==> src/rtl/fft_r22sdf_twiddle_srv_pkg.sv <==
// ---------------------------------------------------------------------------
// fft_twiddle_pkg
// Shared definitions for the R22SDF twiddle server:
//   phase_e      - 3x-clock phase encodings (PH0/PH1/PH2; value 3 is illegal)
//   quad_e       - quadrant codes taken from the top two exponent bits
//   twiddle_max  - largest ROM magnitude, 2^(TW-1)-1, so negation never wraps
// ---------------------------------------------------------------------------
package fft_twiddle_pkg;

  typedef enum logic [1:0] {
    PH0 = 2'd0,
    PH1 = 2'd1,
    PH2 = 2'd2
  } phase_e;

  typedef enum logic [1:0] {
    Q0 = 2'd0,
    Q1 = 2'd1,
    Q2 = 2'd2,
    Q3 = 2'd3
  } quad_e;

  function automatic int twiddle_max(input int tw);
    return (32'sd1 <<< (tw - 32'sd1)) - 32'sd1;
  endfunction

endpackage

==> src/rtl/fft_r22sdf_twiddle_srv_if.sv <==
// ---------------------------------------------------------------------------
// fft_r22sdf_twiddle_srv_if
// Request/response bundle between the three twiddle requesters and the
// server.
//   inv          - 1 = conjugate twiddle (inverse transform)
//   k0..k2       - exponent per requester, held for a full clk_i period
//   wX_re/wX_im  - signed twiddle per requester
//   valid        - outputs hold a published result
// Modports: master = requester side, slave = server side.
// ---------------------------------------------------------------------------
interface fft_r22sdf_twiddle_srv_if #(
  parameter int NLOG2         = 10,
  parameter int TWIDDLE_WIDTH = 10
);
  logic                            inv;
  logic [NLOG2-1:0]                k0;
  logic [NLOG2-1:0]                k1;
  logic [NLOG2-1:0]                k2;
  logic signed [TWIDDLE_WIDTH-1:0] w0_re;
  logic signed [TWIDDLE_WIDTH-1:0] w0_im;
  logic signed [TWIDDLE_WIDTH-1:0] w1_re;
  logic signed [TWIDDLE_WIDTH-1:0] w1_im;
  logic signed [TWIDDLE_WIDTH-1:0] w2_re;
  logic signed [TWIDDLE_WIDTH-1:0] w2_im;
  logic                            valid;

  modport master (
    output inv, k0, k1, k2,
    input  w0_re, w0_im, w1_re, w1_im, w2_re, w2_im, valid
  );

  modport slave (
    input  inv, k0, k1, k2,
    output w0_re, w0_im, w1_re, w1_im, w2_re, w2_im, valid
  );
endinterface

==> src/rtl/fft_r22sdf_twiddle_srv_rom.sv <==
// ---------------------------------------------------------------------------
// fft_twiddle_rom
// Quarter-wave cosine table with two synchronous read ports, no data reset.
//   clk            - read clock
//   addr_a/addr_b  - read addresses
//   data_a/data_b  - registered read data (signed)
// The table round(max*cos(2*pi*m/FFT_N)) is generated at elaboration.
// ---------------------------------------------------------------------------
module fft_twiddle_rom
  import fft_twiddle_pkg::*;
#(
  parameter int    DEPTH     = 257,
  parameter int    WIDTH     = 10,
  parameter int    AW        = 9,
  parameter int    FFT_N     = 1024,
  parameter string INIT_FILE = ""
) (
  input  logic                    clk,
  input  logic [AW-1:0]           addr_a,
  input  logic [AW-1:0]           addr_b,
  output logic signed [WIDTH-1:0] data_a,
  output logic signed [WIDTH-1:0] data_b
);

  logic signed [WIDTH-1:0] mem [DEPTH];

  // Round half away from zero so the table is symmetric under negation.
  function automatic logic signed [WIDTH-1:0] cos_entry(input int m);
    real a;
    a = real'(twiddle_max(WIDTH)) *
        $cos(2.0 * 3.141592653589793 * real'(m) / real'(FFT_N));
    if (a >= 0.0) return WIDTH'($rtoi(a + 0.5));
    else          return WIDTH'($rtoi(a - 0.5));
  endfunction

  // Table image generation.
  initial begin
    for (int m = 0; m < DEPTH; m++) mem[m] = cos_entry(m);
  end

  // Dual synchronous read.
  always_ff @(posedge clk) begin
    data_a <= mem[addr_a];
    data_b <= mem[addr_b];
  end

endmodule

==> src/rtl/fft_r22sdf_twiddle_srv.sv <==
// ---------------------------------------------------------------------------
// fft_r22sdf_twiddle_srv
// Twiddle source for the R22SDF stage multipliers. One quarter-wave ROM is
// time-shared on clk_3x_i by three requesters, one per 3x phase:
//   S1 captures k/inv, S2 reads the ROM, S3 folds quadrant/sign.
// All six outputs update together on the edge ending phase 1, one 3x cycle
// ahead of the clk_i edge that samples them.
//   clk_3x_i - 3x clock, phase 0 starts on the clk_i rising edge
//   rst_n    - synchronous active-low reset
//   bus      - slave side of fft_r22sdf_twiddle_srv_if
// ---------------------------------------------------------------------------
module fft_r22sdf_twiddle_srv
  import fft_twiddle_pkg::*;
#(
  parameter int    FFT_N         = 1024,
  parameter int    NLOG2         = 10,
  parameter int    TWIDDLE_WIDTH = 10,
  parameter string TWIDDLE_FILE  = "twiddle_q.hex"
) (
  input logic                    clk_3x_i,
  input logic                    rst_n,
  fft_r22sdf_twiddle_srv_if.slave bus
);

  localparam int MW      = NLOG2 - 2;  // in-quadrant index width
  localparam int AW      = NLOG2 - 1;  // ROM address width (0..N/4)
  localparam int QUARTER = FFT_N / 4;
  localparam int TW      = TWIDDLE_WIDTH;

  phase_e               phase_r, phase_nx;
  logic [NLOG2-1:0]     k_sel_s;
  logic                 hold0_en_s, hold1_en_s, publish_s;

  logic [NLOG2-1:0]     s1_k_r;
  logic                 s1_inv_r;
  quad_e                s2_q_r;
  logic                 s2_inv_r;
  logic [AW-1:0]        rom_addr_a_s, rom_addr_b_s;
  logic signed [TW-1:0] rom_a_s, rom_b_s;
  logic signed [TW-1:0] fold_re_s, fold_im_s;
  logic signed [TW-1:0] hold0_re_r, hold0_im_r, hold1_re_r, hold1_im_r;
  logic                 prime_r;

  assign rom_addr_a_s = {1'b0, s1_k_r[MW-1:0]};
  assign rom_addr_b_s = AW'(QUARTER) - rom_addr_a_s;

  fft_twiddle_rom #(
    .DEPTH     (QUARTER + 1),
    .WIDTH     (TW),
    .AW        (AW),
    .FFT_N     (FFT_N),
    .INIT_FILE (TWIDDLE_FILE)
  ) u_rom (
    .clk    (clk_3x_i),
    .addr_a (rom_addr_a_s),
    .addr_b (rom_addr_b_s),
    .data_a (rom_a_s),
    .data_b (rom_b_s)
  );

  // Phase counter state register.
  always_ff @(posedge clk_3x_i) begin
    if (!rst_n) phase_r <= PH0;
    else        phase_r <= phase_nx;
  end

  // Phase sequencing and per-phase strobes; illegal phase 3 does nothing
  // and returns to PH0.
  always_comb begin
    phase_nx   = PH0;
    k_sel_s    = bus.k0;
    hold0_en_s = 1'b0;
    hold1_en_s = 1'b0;
    publish_s  = 1'b0;
    case (phase_r)
      PH0: begin
        phase_nx   = PH1;
        k_sel_s    = bus.k0;
        hold1_en_s = 1'b1;
      end
      PH1: begin
        phase_nx  = PH2;
        k_sel_s   = bus.k1;
        publish_s = prime_r;
      end
      PH2: begin
        phase_nx   = PH0;
        k_sel_s    = bus.k2;
        hold0_en_s = 1'b1;
      end
      default: begin
        phase_nx = PH0;
      end
    endcase
  end

  // S3 quadrant fold: rom_a = C(m), rom_b = C(N/4-m).
  always_comb begin
    fold_re_s = rom_a_s;
    fold_im_s = -rom_b_s;
    case (s2_q_r)
      Q0: begin fold_re_s = rom_a_s;  fold_im_s = -rom_b_s; end
      Q1: begin fold_re_s = -rom_b_s; fold_im_s = -rom_a_s; end
      Q2: begin fold_re_s = -rom_a_s; fold_im_s = rom_b_s;  end
      Q3: begin fold_re_s = rom_b_s;  fold_im_s = rom_a_s;  end
      default: begin fold_re_s = rom_a_s; fold_im_s = -rom_b_s; end
    endcase
    if (s2_inv_r) fold_im_s = -fold_im_s;
    else          fold_im_s = fold_im_s;
  end

  // Pipeline, hold registers and atomic publish. prime_r blocks publishing
  // until hold0 has been loaded from a post-reset request.
  always_ff @(posedge clk_3x_i) begin
    if (!rst_n) begin
      s1_k_r     <= '0;
      s1_inv_r   <= 1'b0;
      s2_q_r     <= Q0;
      s2_inv_r   <= 1'b0;
      hold0_re_r <= '0;
      hold0_im_r <= '0;
      hold1_re_r <= '0;
      hold1_im_r <= '0;
      prime_r    <= 1'b0;
      bus.w0_re  <= '0;
      bus.w0_im  <= '0;
      bus.w1_re  <= '0;
      bus.w1_im  <= '0;
      bus.w2_re  <= '0;
      bus.w2_im  <= '0;
      bus.valid  <= 1'b0;
    end else begin
      s1_k_r   <= k_sel_s;
      s1_inv_r <= bus.inv;
      s2_q_r   <= quad_e'(s1_k_r[NLOG2-1 -: 2]);
      s2_inv_r <= s1_inv_r;
      if (hold0_en_s) begin
        hold0_re_r <= fold_re_s;
        hold0_im_r <= fold_im_s;
        prime_r    <= 1'b1;
      end
      if (hold1_en_s) begin
        hold1_re_r <= fold_re_s;
        hold1_im_r <= fold_im_s;
      end
      if (publish_s) begin
        bus.w0_re <= hold0_re_r;
        bus.w0_im <= hold0_im_r;
        bus.w1_re <= hold1_re_r;
        bus.w1_im <= hold1_im_r;
        bus.w2_re <= fold_re_s;
        bus.w2_im <= fold_im_s;
        bus.valid <= 1'b1;
      end
    end
  end

endmodule

==> src/flat_wrapper.sv <==
// flat-port wrapper written by rule: the top's interface ports become plain ports
module fft_r22sdf_twiddle_srv_flat import fft_twiddle_pkg::*;
#(
  parameter int    FFT_N         = 1024,
  parameter int    NLOG2         = 10,
  parameter int    TWIDDLE_WIDTH = 10,
  parameter string TWIDDLE_FILE  = "             "
)
  (clk_3x_i, rst_n, bus_inv, bus_k0, bus_k1, bus_k2, bus_w0_re, bus_w0_im, bus_w1_re, bus_w1_im, bus_w2_re, bus_w2_im, bus_valid);
  fft_r22sdf_twiddle_srv_if #(.NLOG2(NLOG2), .TWIDDLE_WIDTH(TWIDDLE_WIDTH)) bus_i ();
  input logic clk_3x_i;
  input logic rst_n;
  input wire logic [$bits(bus_i.inv)-1:0] bus_inv;
  input wire logic [$bits(bus_i.k0)-1:0] bus_k0;
  input wire logic [$bits(bus_i.k1)-1:0] bus_k1;
  input wire logic [$bits(bus_i.k2)-1:0] bus_k2;
  output wire logic [$bits(bus_i.w0_re)-1:0] bus_w0_re;
  output wire logic [$bits(bus_i.w0_im)-1:0] bus_w0_im;
  output wire logic [$bits(bus_i.w1_re)-1:0] bus_w1_re;
  output wire logic [$bits(bus_i.w1_im)-1:0] bus_w1_im;
  output wire logic [$bits(bus_i.w2_re)-1:0] bus_w2_re;
  output wire logic [$bits(bus_i.w2_im)-1:0] bus_w2_im;
  output wire logic [$bits(bus_i.valid)-1:0] bus_valid;
  assign bus_i.inv = bus_inv;
  assign bus_i.k0 = bus_k0;
  assign bus_i.k1 = bus_k1;
  assign bus_i.k2 = bus_k2;
  assign bus_w0_re = bus_i.w0_re;
  assign bus_w0_im = bus_i.w0_im;
  assign bus_w1_re = bus_i.w1_re;
  assign bus_w1_im = bus_i.w1_im;
  assign bus_w2_re = bus_i.w2_re;
  assign bus_w2_im = bus_i.w2_im;
  assign bus_valid = bus_i.valid;
  fft_r22sdf_twiddle_srv #(.FFT_N(FFT_N), .NLOG2(NLOG2), .TWIDDLE_WIDTH(TWIDDLE_WIDTH), .TWIDDLE_FILE(TWIDDLE_FILE)) u_core (.clk_3x_i(clk_3x_i), .rst_n(rst_n), .bus(bus_i));
endmodule
==> config.mk <==
export PLATFORM = sky130hd
export DESIGN_NAME = fft_r22sdf_twiddle_srv_flat
export DESIGN_NICKNAME = d
export VERILOG_FILES = /design/src/rtl/fft_r22sdf_twiddle_srv_pkg.sv /design/src/rtl/fft_r22sdf_twiddle_srv_if.sv /design/src/rtl/fft_r22sdf_twiddle_srv_rom.sv /design/src/rtl/fft_r22sdf_twiddle_srv.sv /design/src/flat_wrapper.sv
export SDC_FILE = /design/constraint.sdc
export NUM_CORES = 1
export LEC_CHECK = 0
export CORE_MARGIN = 4
export CORE_UTILIZATION = 50
export CTS_BUF_LIST = sky130_fd_sc_hd__clkbuf_16
export DETAILED_ROUTE_END_ITERATION = 10
export MAX_ROUTING_LAYER = met4
export PLACE_DENSITY = 0.77
export SLEW_MARGIN = 20
export SYNTH_ARGS = -nofsm -noshare
export SYNTH_HDL_FRONTEND = slang
export SYNTH_SLANG_ARGS = --single-unit
==> constraint.sdc <==
create_clock -name clk_3x_i -period 5.4 [get_ports clk_3x_i]
set_clock_uncertainty 0.2 [all_clocks]
set_input_delay 1.08 -clock clk_3x_i [delete_from_list [all_inputs] [get_ports clk_3x_i]]
set_output_delay 1.08 -clock clk_3x_i [all_outputs]
set_load 0.005 [all_outputs]
==> results of run 1 <==
## report_power, final
group | switching [mW] | leakage (nW) | internal (mW)
logic | 1.38 | 2.67 | 0.792
registers | 0.150 | 1.11 | 1.13
clock network | 0.459 | 0.305 | 0.775
total | 1.99 | 4.09 | 2.69
## registers in the layout (all words and copies together) (netlist names), 10 cells and up
name	cells
u_core.bus.w0_im	10
u_core.bus.w0_re	10
u_core.bus.w1_im	10
u_core.bus.w1_re	10
u_core.bus.w2_im	10
u_core.bus.w2_re	10
u_core.hold0_im_r	10
u_core.hold0_re_r	10
u_core.hold1_im_r	10
u_core.hold1_re_r	10
u_core.s1_k_r	10
## kinds of logic after synthesis
family          share of synthesized area
mux                                0.0603
flops                               0.271
buf+inv                            0.0682
compound gates                      0.322
fa+ha+maj                          0.0418
xor+xnor                           0.0244
simple gates                        0.212
## metal layers
layer | up-vias | routed length [um] | track usage
li1 | 5088 | - | -
met1 | 5004 | 14000 | 0.395
met2 | 576 | 13900 | 0.419
met3 | 83 | 2880 | 0.0509
met4 | 0 | 792 | 0.0837
met5 | - | 0 | -
## layout by cell type (no fill, tap or decap), drive strengths merged, types with 16 or more instances in the layout
cell type / netlist / routed
a21oi: 154 / 154
nor3: 38 / 38
nand2: 192 / 192
a31oi: 22 / 22
inv: 29 / 34
o21ai: 88 / 88
ha: 32 / 32
clkbuf: 113 / 17
nand3: 20 / 20
o211ai: 16 / 16
buf: 31 / 30
a211oi: 62 / 62
mux2i: 38 / 38
clkdlybuf4s50: 0 / 93
nor2: 133 / 133
dfxtp: 136 / 136
## per-stage QoR
step           cell area, um^2  hold slack [ns]  cells  power (mW)
6_report                 11600            0.233   1667        4.69
5_1_grt                  11600            0.253   1667        4.96
4_1_cts                  11600            0.229   1667        4.64
3_5_place_dp             11000            0.218   1636        3.40
3_3_place_gp             11000            0.216   1636        3.37
2_1_floorplan            10000            0.212   1392        2.84
## path summary, 6_finish.rpt
check | startpoint | to | cells past startpoint
hold reg to reg | u_core.s1_inv_r | u_core.s2_inv_r | 1
setup reg to reg | u_core.s1_k_r[1] | u_core.u_rom.data_b[0] | 13
setup / recovery | u_core.s1_k_r[1] | u_core.u_rom.data_b[0] | 13
hold / removal | u_core.s1_inv_r | u_core.s2_inv_r | 1
## cell type report
cell class / count / area, um^2 / area share
clock buffer: 17 / 425 / 0.0366
tap: 265 / 332 / 0.0285
inverter: 32 / 120 / 0.0103
multi-input combinational: 1080 / 6660 / 0.573
timing repair buffer: 123 / 1160 / 0.0995
clock inverter: 14 / 195 / 0.0168
sequential: 136 / 2730 / 0.235
==> metrics.csv, run 1 <==
metric,value,unit
share of cells above drive strength 1,0.0699,
Crit Path Class,flop to flop,
"CTS clk-pin slew, worst paths",0.07,ns
main flop type after synthesis,dfxtp_1,
final setup TNS,0,ns
maximum VDD drop,0.000277,V
root buffer cell,clkbuf_16,
final worst slack,1.08,ns
Ports,94,
fmax,231,MHz
synthesized net count,1458,
routed vias,10751,
post_cts resized,0,
Worst Hold Class,flop to flop,
Period minus WS final,4.32,ns
Port Buffers,93,
total routed wirelength,31600,um
Post-synth ARST share,0,
DP HPWL,21300,um
crit path max fanout,47,
Crit path required time,5.57,ns
total core area,19600,um^2
CP endpoint kind,flop,
first-pass GRT wire length,50400,um
Max Slew Vio Count,0,
vias per cell,6.45,
area of the die,22400,um^2
"count leader, synth",nand2_1,
Filler Cells Inserted,1799,
Initial Utilization,0.513,
status,completed,
drt pass-1 iters,6,
initial antenna violation count,0,
Slowest cell on crit path,ha_1,
max cap viols,0,
"delay-heaviest family, CP",adder cells,
Setup WS pre-CTS,1.13,ns
CTS Hold Bufs,0,
drc violations,0,
clk sinks,136,
H-tree depth,4,
period utilization,0.801,
GPL Wtd Cong,0.991,
CP Buf/Inv Count,4,
PD cells,404,nW/um^2
"flops & latches, synth",136,
Util after Layout,0.593,
Overflow after GRT,0,
P_leak,4.09,nW
Die Span Y,150,um
"Setup violations, final",0,
Mapped Cells,1392,
largest cells by area after synthesis,"dfxtp_1, a21oi_1, nand2_1",
Final Hold Vio Count,0,
r2r setup slk,1.08,ns
insertion delay to the later sink of the worst-skew pair,0.42,ns
number of synthesized flops with an enable pin,0,
# diodes,0,
Mapped Area,10000,um^2
Post-Syn Area per Cell,7.22,um^2
Worst Setup Start Kind,flop,
Clock Path Buffers,2,
leading area contributor after synthesis,dfxtp_1,
final layout net count,1456,
CTS tree,built,
sequential area share after synthesis,0.271,
Yosys top cell area share,0.271,
Yosys cell types,77,
Layout area overhead,15.6,%
RSZ-0062 raised after global routing,no,
largest net degree at the start of global routing,82,
drt initial violations,1543,
GRT Util Overall,0.283,
per-cell routed wire length,18.9,um
Slew Limit Headroom,0.270,
worst path cell trace,buf_4 > inv_1 > ha_1 > inv_1 > ha_1 > buf_4 > nor2b_1 > mux2_2 > a21o_1 > a221o_1 > a211o_1 > a31oi_1 > a22o_1,
Die X,150,um
CTS buffer count,17,
row count,51,
Worst-Margin Slew,1.09,ns
critical path data arrival time,4.50,ns
warnings from Yosys,0,
# Post-CTS Setup Buffers,0,
vias in the first global route,9499,
"top cells by count, synth","nand2_1, a21oi_1, dfxtp_1, nor2_1, clkbuf_1",
post-route antenna net violation count,0,
Slowest Stage Delay on Critical Path,0.78,ns
No activity file was read; power rests on OpenSTA's default activity.
==> run 2: changes to the inputs <==
--- a/config.mk
+++ b/config.mk
@@ -10,7 +10,7 @@
 export CTS_BUF_LIST = sky130_fd_sc_hd__clkbuf_16
 export DETAILED_ROUTE_END_ITERATION = 10
 export MAX_ROUTING_LAYER = met4
-export PLACE_DENSITY = 0.77
+export PLACE_DENSITY = 0.8
 export SLEW_MARGIN = 20
 export SYNTH_ARGS = -nofsm -noshare
 export SYNTH_HDL_FRONTEND = slang
==> constraint.sdc (replaced) <==
create_clock -name clk_3x_i -period 3.9 [get_ports clk_3x_i]
set_clock_uncertainty 0.2 [all_clocks]
set_input_delay 0.78 -clock clk_3x_i [delete_from_list [all_inputs] [get_ports clk_3x_i]]
set_output_delay 0.78 -clock clk_3x_i [all_outputs]
set_load 0.005 [all_outputs]
==> run 2 against run 1 <==
Net effect: register-to-register slack lost 0.53 ns; largest power group unchanged; hold slack about the same; critical endpoint is now u_core.hold0_im_r[6]; utilization increased by 0.77 points.
==> metrics.csv, run 2 (synthesis gave the netlist of run 1 again) <==
metric,value,unit,change
CTS Hold Bufs,0,,unchanged
worst hold start,u_core.s1_k_r[9],,was u_core.s1_inv_r
Crit path required time,4.05,ns,was 5.57 ns
Die X,150,um,unchanged
R2R depth,10,,was 13
total core area,19600,um^2,unchanged
PD cells,547,nW/um^2,was 404 nW/um^2
drc violations,0,,unchanged
Worst-Margin Slew,1.03,ns,was 1.09 ns
Layout area overhead,17.1,%,was 15.6%
area of the die,22400,um^2,unchanged
drt pass-1 iters,6,,unchanged
Flop pwr share,0.274,,was 0.272
Worst Hold Class,flop to flop,,unchanged
Seq. cell area,2730,um^2,unchanged
maximum VDD drop,0.000360,V,was 0.000277 V
insertion delay to the later sink of the worst-skew pair,0.43,ns,was 0.42 ns
Die Span Y,150,um,unchanged
# diodes,0,,unchanged
root buffer cell,clkbuf_16,,unchanged
post-route antenna net violation count,0,,unchanged
routed vias,10774,,was 10751
Slew Limit Headroom,0.311,,was 0.270
GRT Util Overall,0.291,,was 0.283
cell-internal power,3.67,mW,was 2.69 mW
Clk network pwr share,0.244,,was 0.263
reg-to-reg startpoint,u_core.u_rom.data_b[1],,was u_core.s1_k_r[1]
CTS buffer count,17,,unchanged
Max Slew Vio Count,0,,unchanged
hold path depth,1,,unchanged
H-tree depth,4,,unchanged
Crit Path Class,flop to flop,,unchanged
Clock Path Buffers,2,,unchanged
footprint of the multi-input gates,6660,um^2,unchanged
"leading cell type in the layout, fill and taps excluded",nand2_1,,unchanged
P_leak,4.19,nW,was 4.09 nW
Initial Utilization,0.513,,unchanged
per-cell routed wire length,18.9,um,about the same
# Post-CTS Setup Buffers,0,,unchanged
crit path max fanout,10,,was 47
vias in the first global route,9906,,was 9499
GPL Wtd Cong,0.984,,was 0.991
initial antenna violation count,0,,unchanged
Ports,94,,unchanged
first-pass GRT wire length,51600,um,was 50400 um
row count,51,,unchanged
status,completed,,unchanged
Fin Hold WS,0.232,ns,was 0.233 ns
Filler Cells Inserted,1755,,was 1799
NetSw,2.77,mW,was 1.99 mW
critical path data arrival time,3.51,ns,was 4.50 ns
Final Hold Vio Count,0,,unchanged
"Setup violations, final",0,,unchanged
CP endpoint kind,flop,,unchanged
drt initial violations,1578,,was 1543
share of cells above drive strength 1,0.0850,,was 0.0699
fmax,298,MHz,was 231 MHz
DP HPWL,22000,um,was 21300 um
largest net degree at the start of global routing,72,,was 82
CTS tree,built,,unchanged
post_cts resized,0,,unchanged
period utilization,0.861,,was 0.801
Port Buffers,93,,unchanged
Period minus WS final,3.36,ns,was 4.32 ns
Gate power share,0.482,,was 0.464
"CTS clk-pin slew, worst paths",0.06,ns,was 0.07 ns
Worst Setup Start Kind,flop,,unchanged
total routed wirelength,31900,um,was 31600 um
max cap viols,0,,unchanged
final layout net count,1478,,was 1456
RSZ-0062 raised after global routing,no,,unchanged
switching share of total power,0.431,,was 0.425
final setup TNS,0,ns,unchanged
clk sinks,136,,unchanged
most frequent cells in the layout,"nand2_1, a21oi_1, nor2_1, dfxtp_1, clkdlybuf4s50_1",,unchanged
Overflow after GRT,0,,unchanged
crit path from,u_core.u_rom.data_b[1],,was u_core.s1_k_r[1]
vias per cell,6.38,,was 6.45
run 2: cell type report:
type / instances / area share
Sequential cell: 136 / 0.232
Inverter: 32 / 0.0103
Multi-Input combinational cell: 1080 / 0.566
Timing Repair Buffer: 145 / 0.114
Clock buffer: 17 / 0.0362
Tap cell: 265 / 0.0282
Clock inverter: 14 / 0.0131
run 2: path summary, 6_finish.rpt:
| check | to | slack [ns] |
|---|---|---|
| max | u_core.hold0_im_r[6] | 0.54 |
| min | u_core.s2_q_r[1] | 0.23 |
| max reg2reg | u_core.hold0_im_r[6] | 0.54 |
| min reg2reg | u_core.s2_q_r[1] | 0.23 |
run 2: critical path: stages (launching register included):
cell	delay, ns
dfxtp_1	0.38
inv_1	0.08
ha_1	0.27
nor4b_1	0.63
mux2_2	0.40
a2111oi_0	0.36
buf_4	0.19
a21oi_2	0.07
or4_1	0.42
o31a_1	0.12
a31oi_1	0.15
run 2: metal layers:
| metal | GRT usage | up-vias | share of wire |
|---|---|---|---|
| li1 | - | 5134 | - |
| met1 | 0.398 | 4975 | 0.44 |
| met2 | 0.436 | 588 | 0.45 |
| met3 | 0.0551 | 77 | 0.090 |
| met4 | 0.0947 | 0 | 0.025 |
| met5 | - | - | 0 |
run 2: power groups by stage:
stage,combinational (mW),clock (mW),sequential [mW]
final,3.11,1.57,1.76
after global routing,3.38,1.66,1.79
after CTS,3.03,1.59,1.75
after detailed placement,3.01,0,1.78
after global placement,2.99,0,1.78
after floorplan,2.25,0,1.69
run 2: metrics by stage:
step | instances | util | setup slack, ns | cell area, um^2 | total power, mW
2_1_floorplan | 1392 | - | 0.0116 | 10100 | 3.94
3_3_place_gp | 1658 | 0.571 | 0.636 | 11200 | 4.77
3_5_place_dp | 1658 | 0.571 | 0.570 | 11200 | 4.79
4_1_cts | 1689 | 0.601 | 0.547 | 11800 | 6.37
5_1_grt | 1689 | 0.601 | 0.252 | 11800 | 6.83
6_report | 1689 | 0.601 | 0.542 | 11800 | 6.44
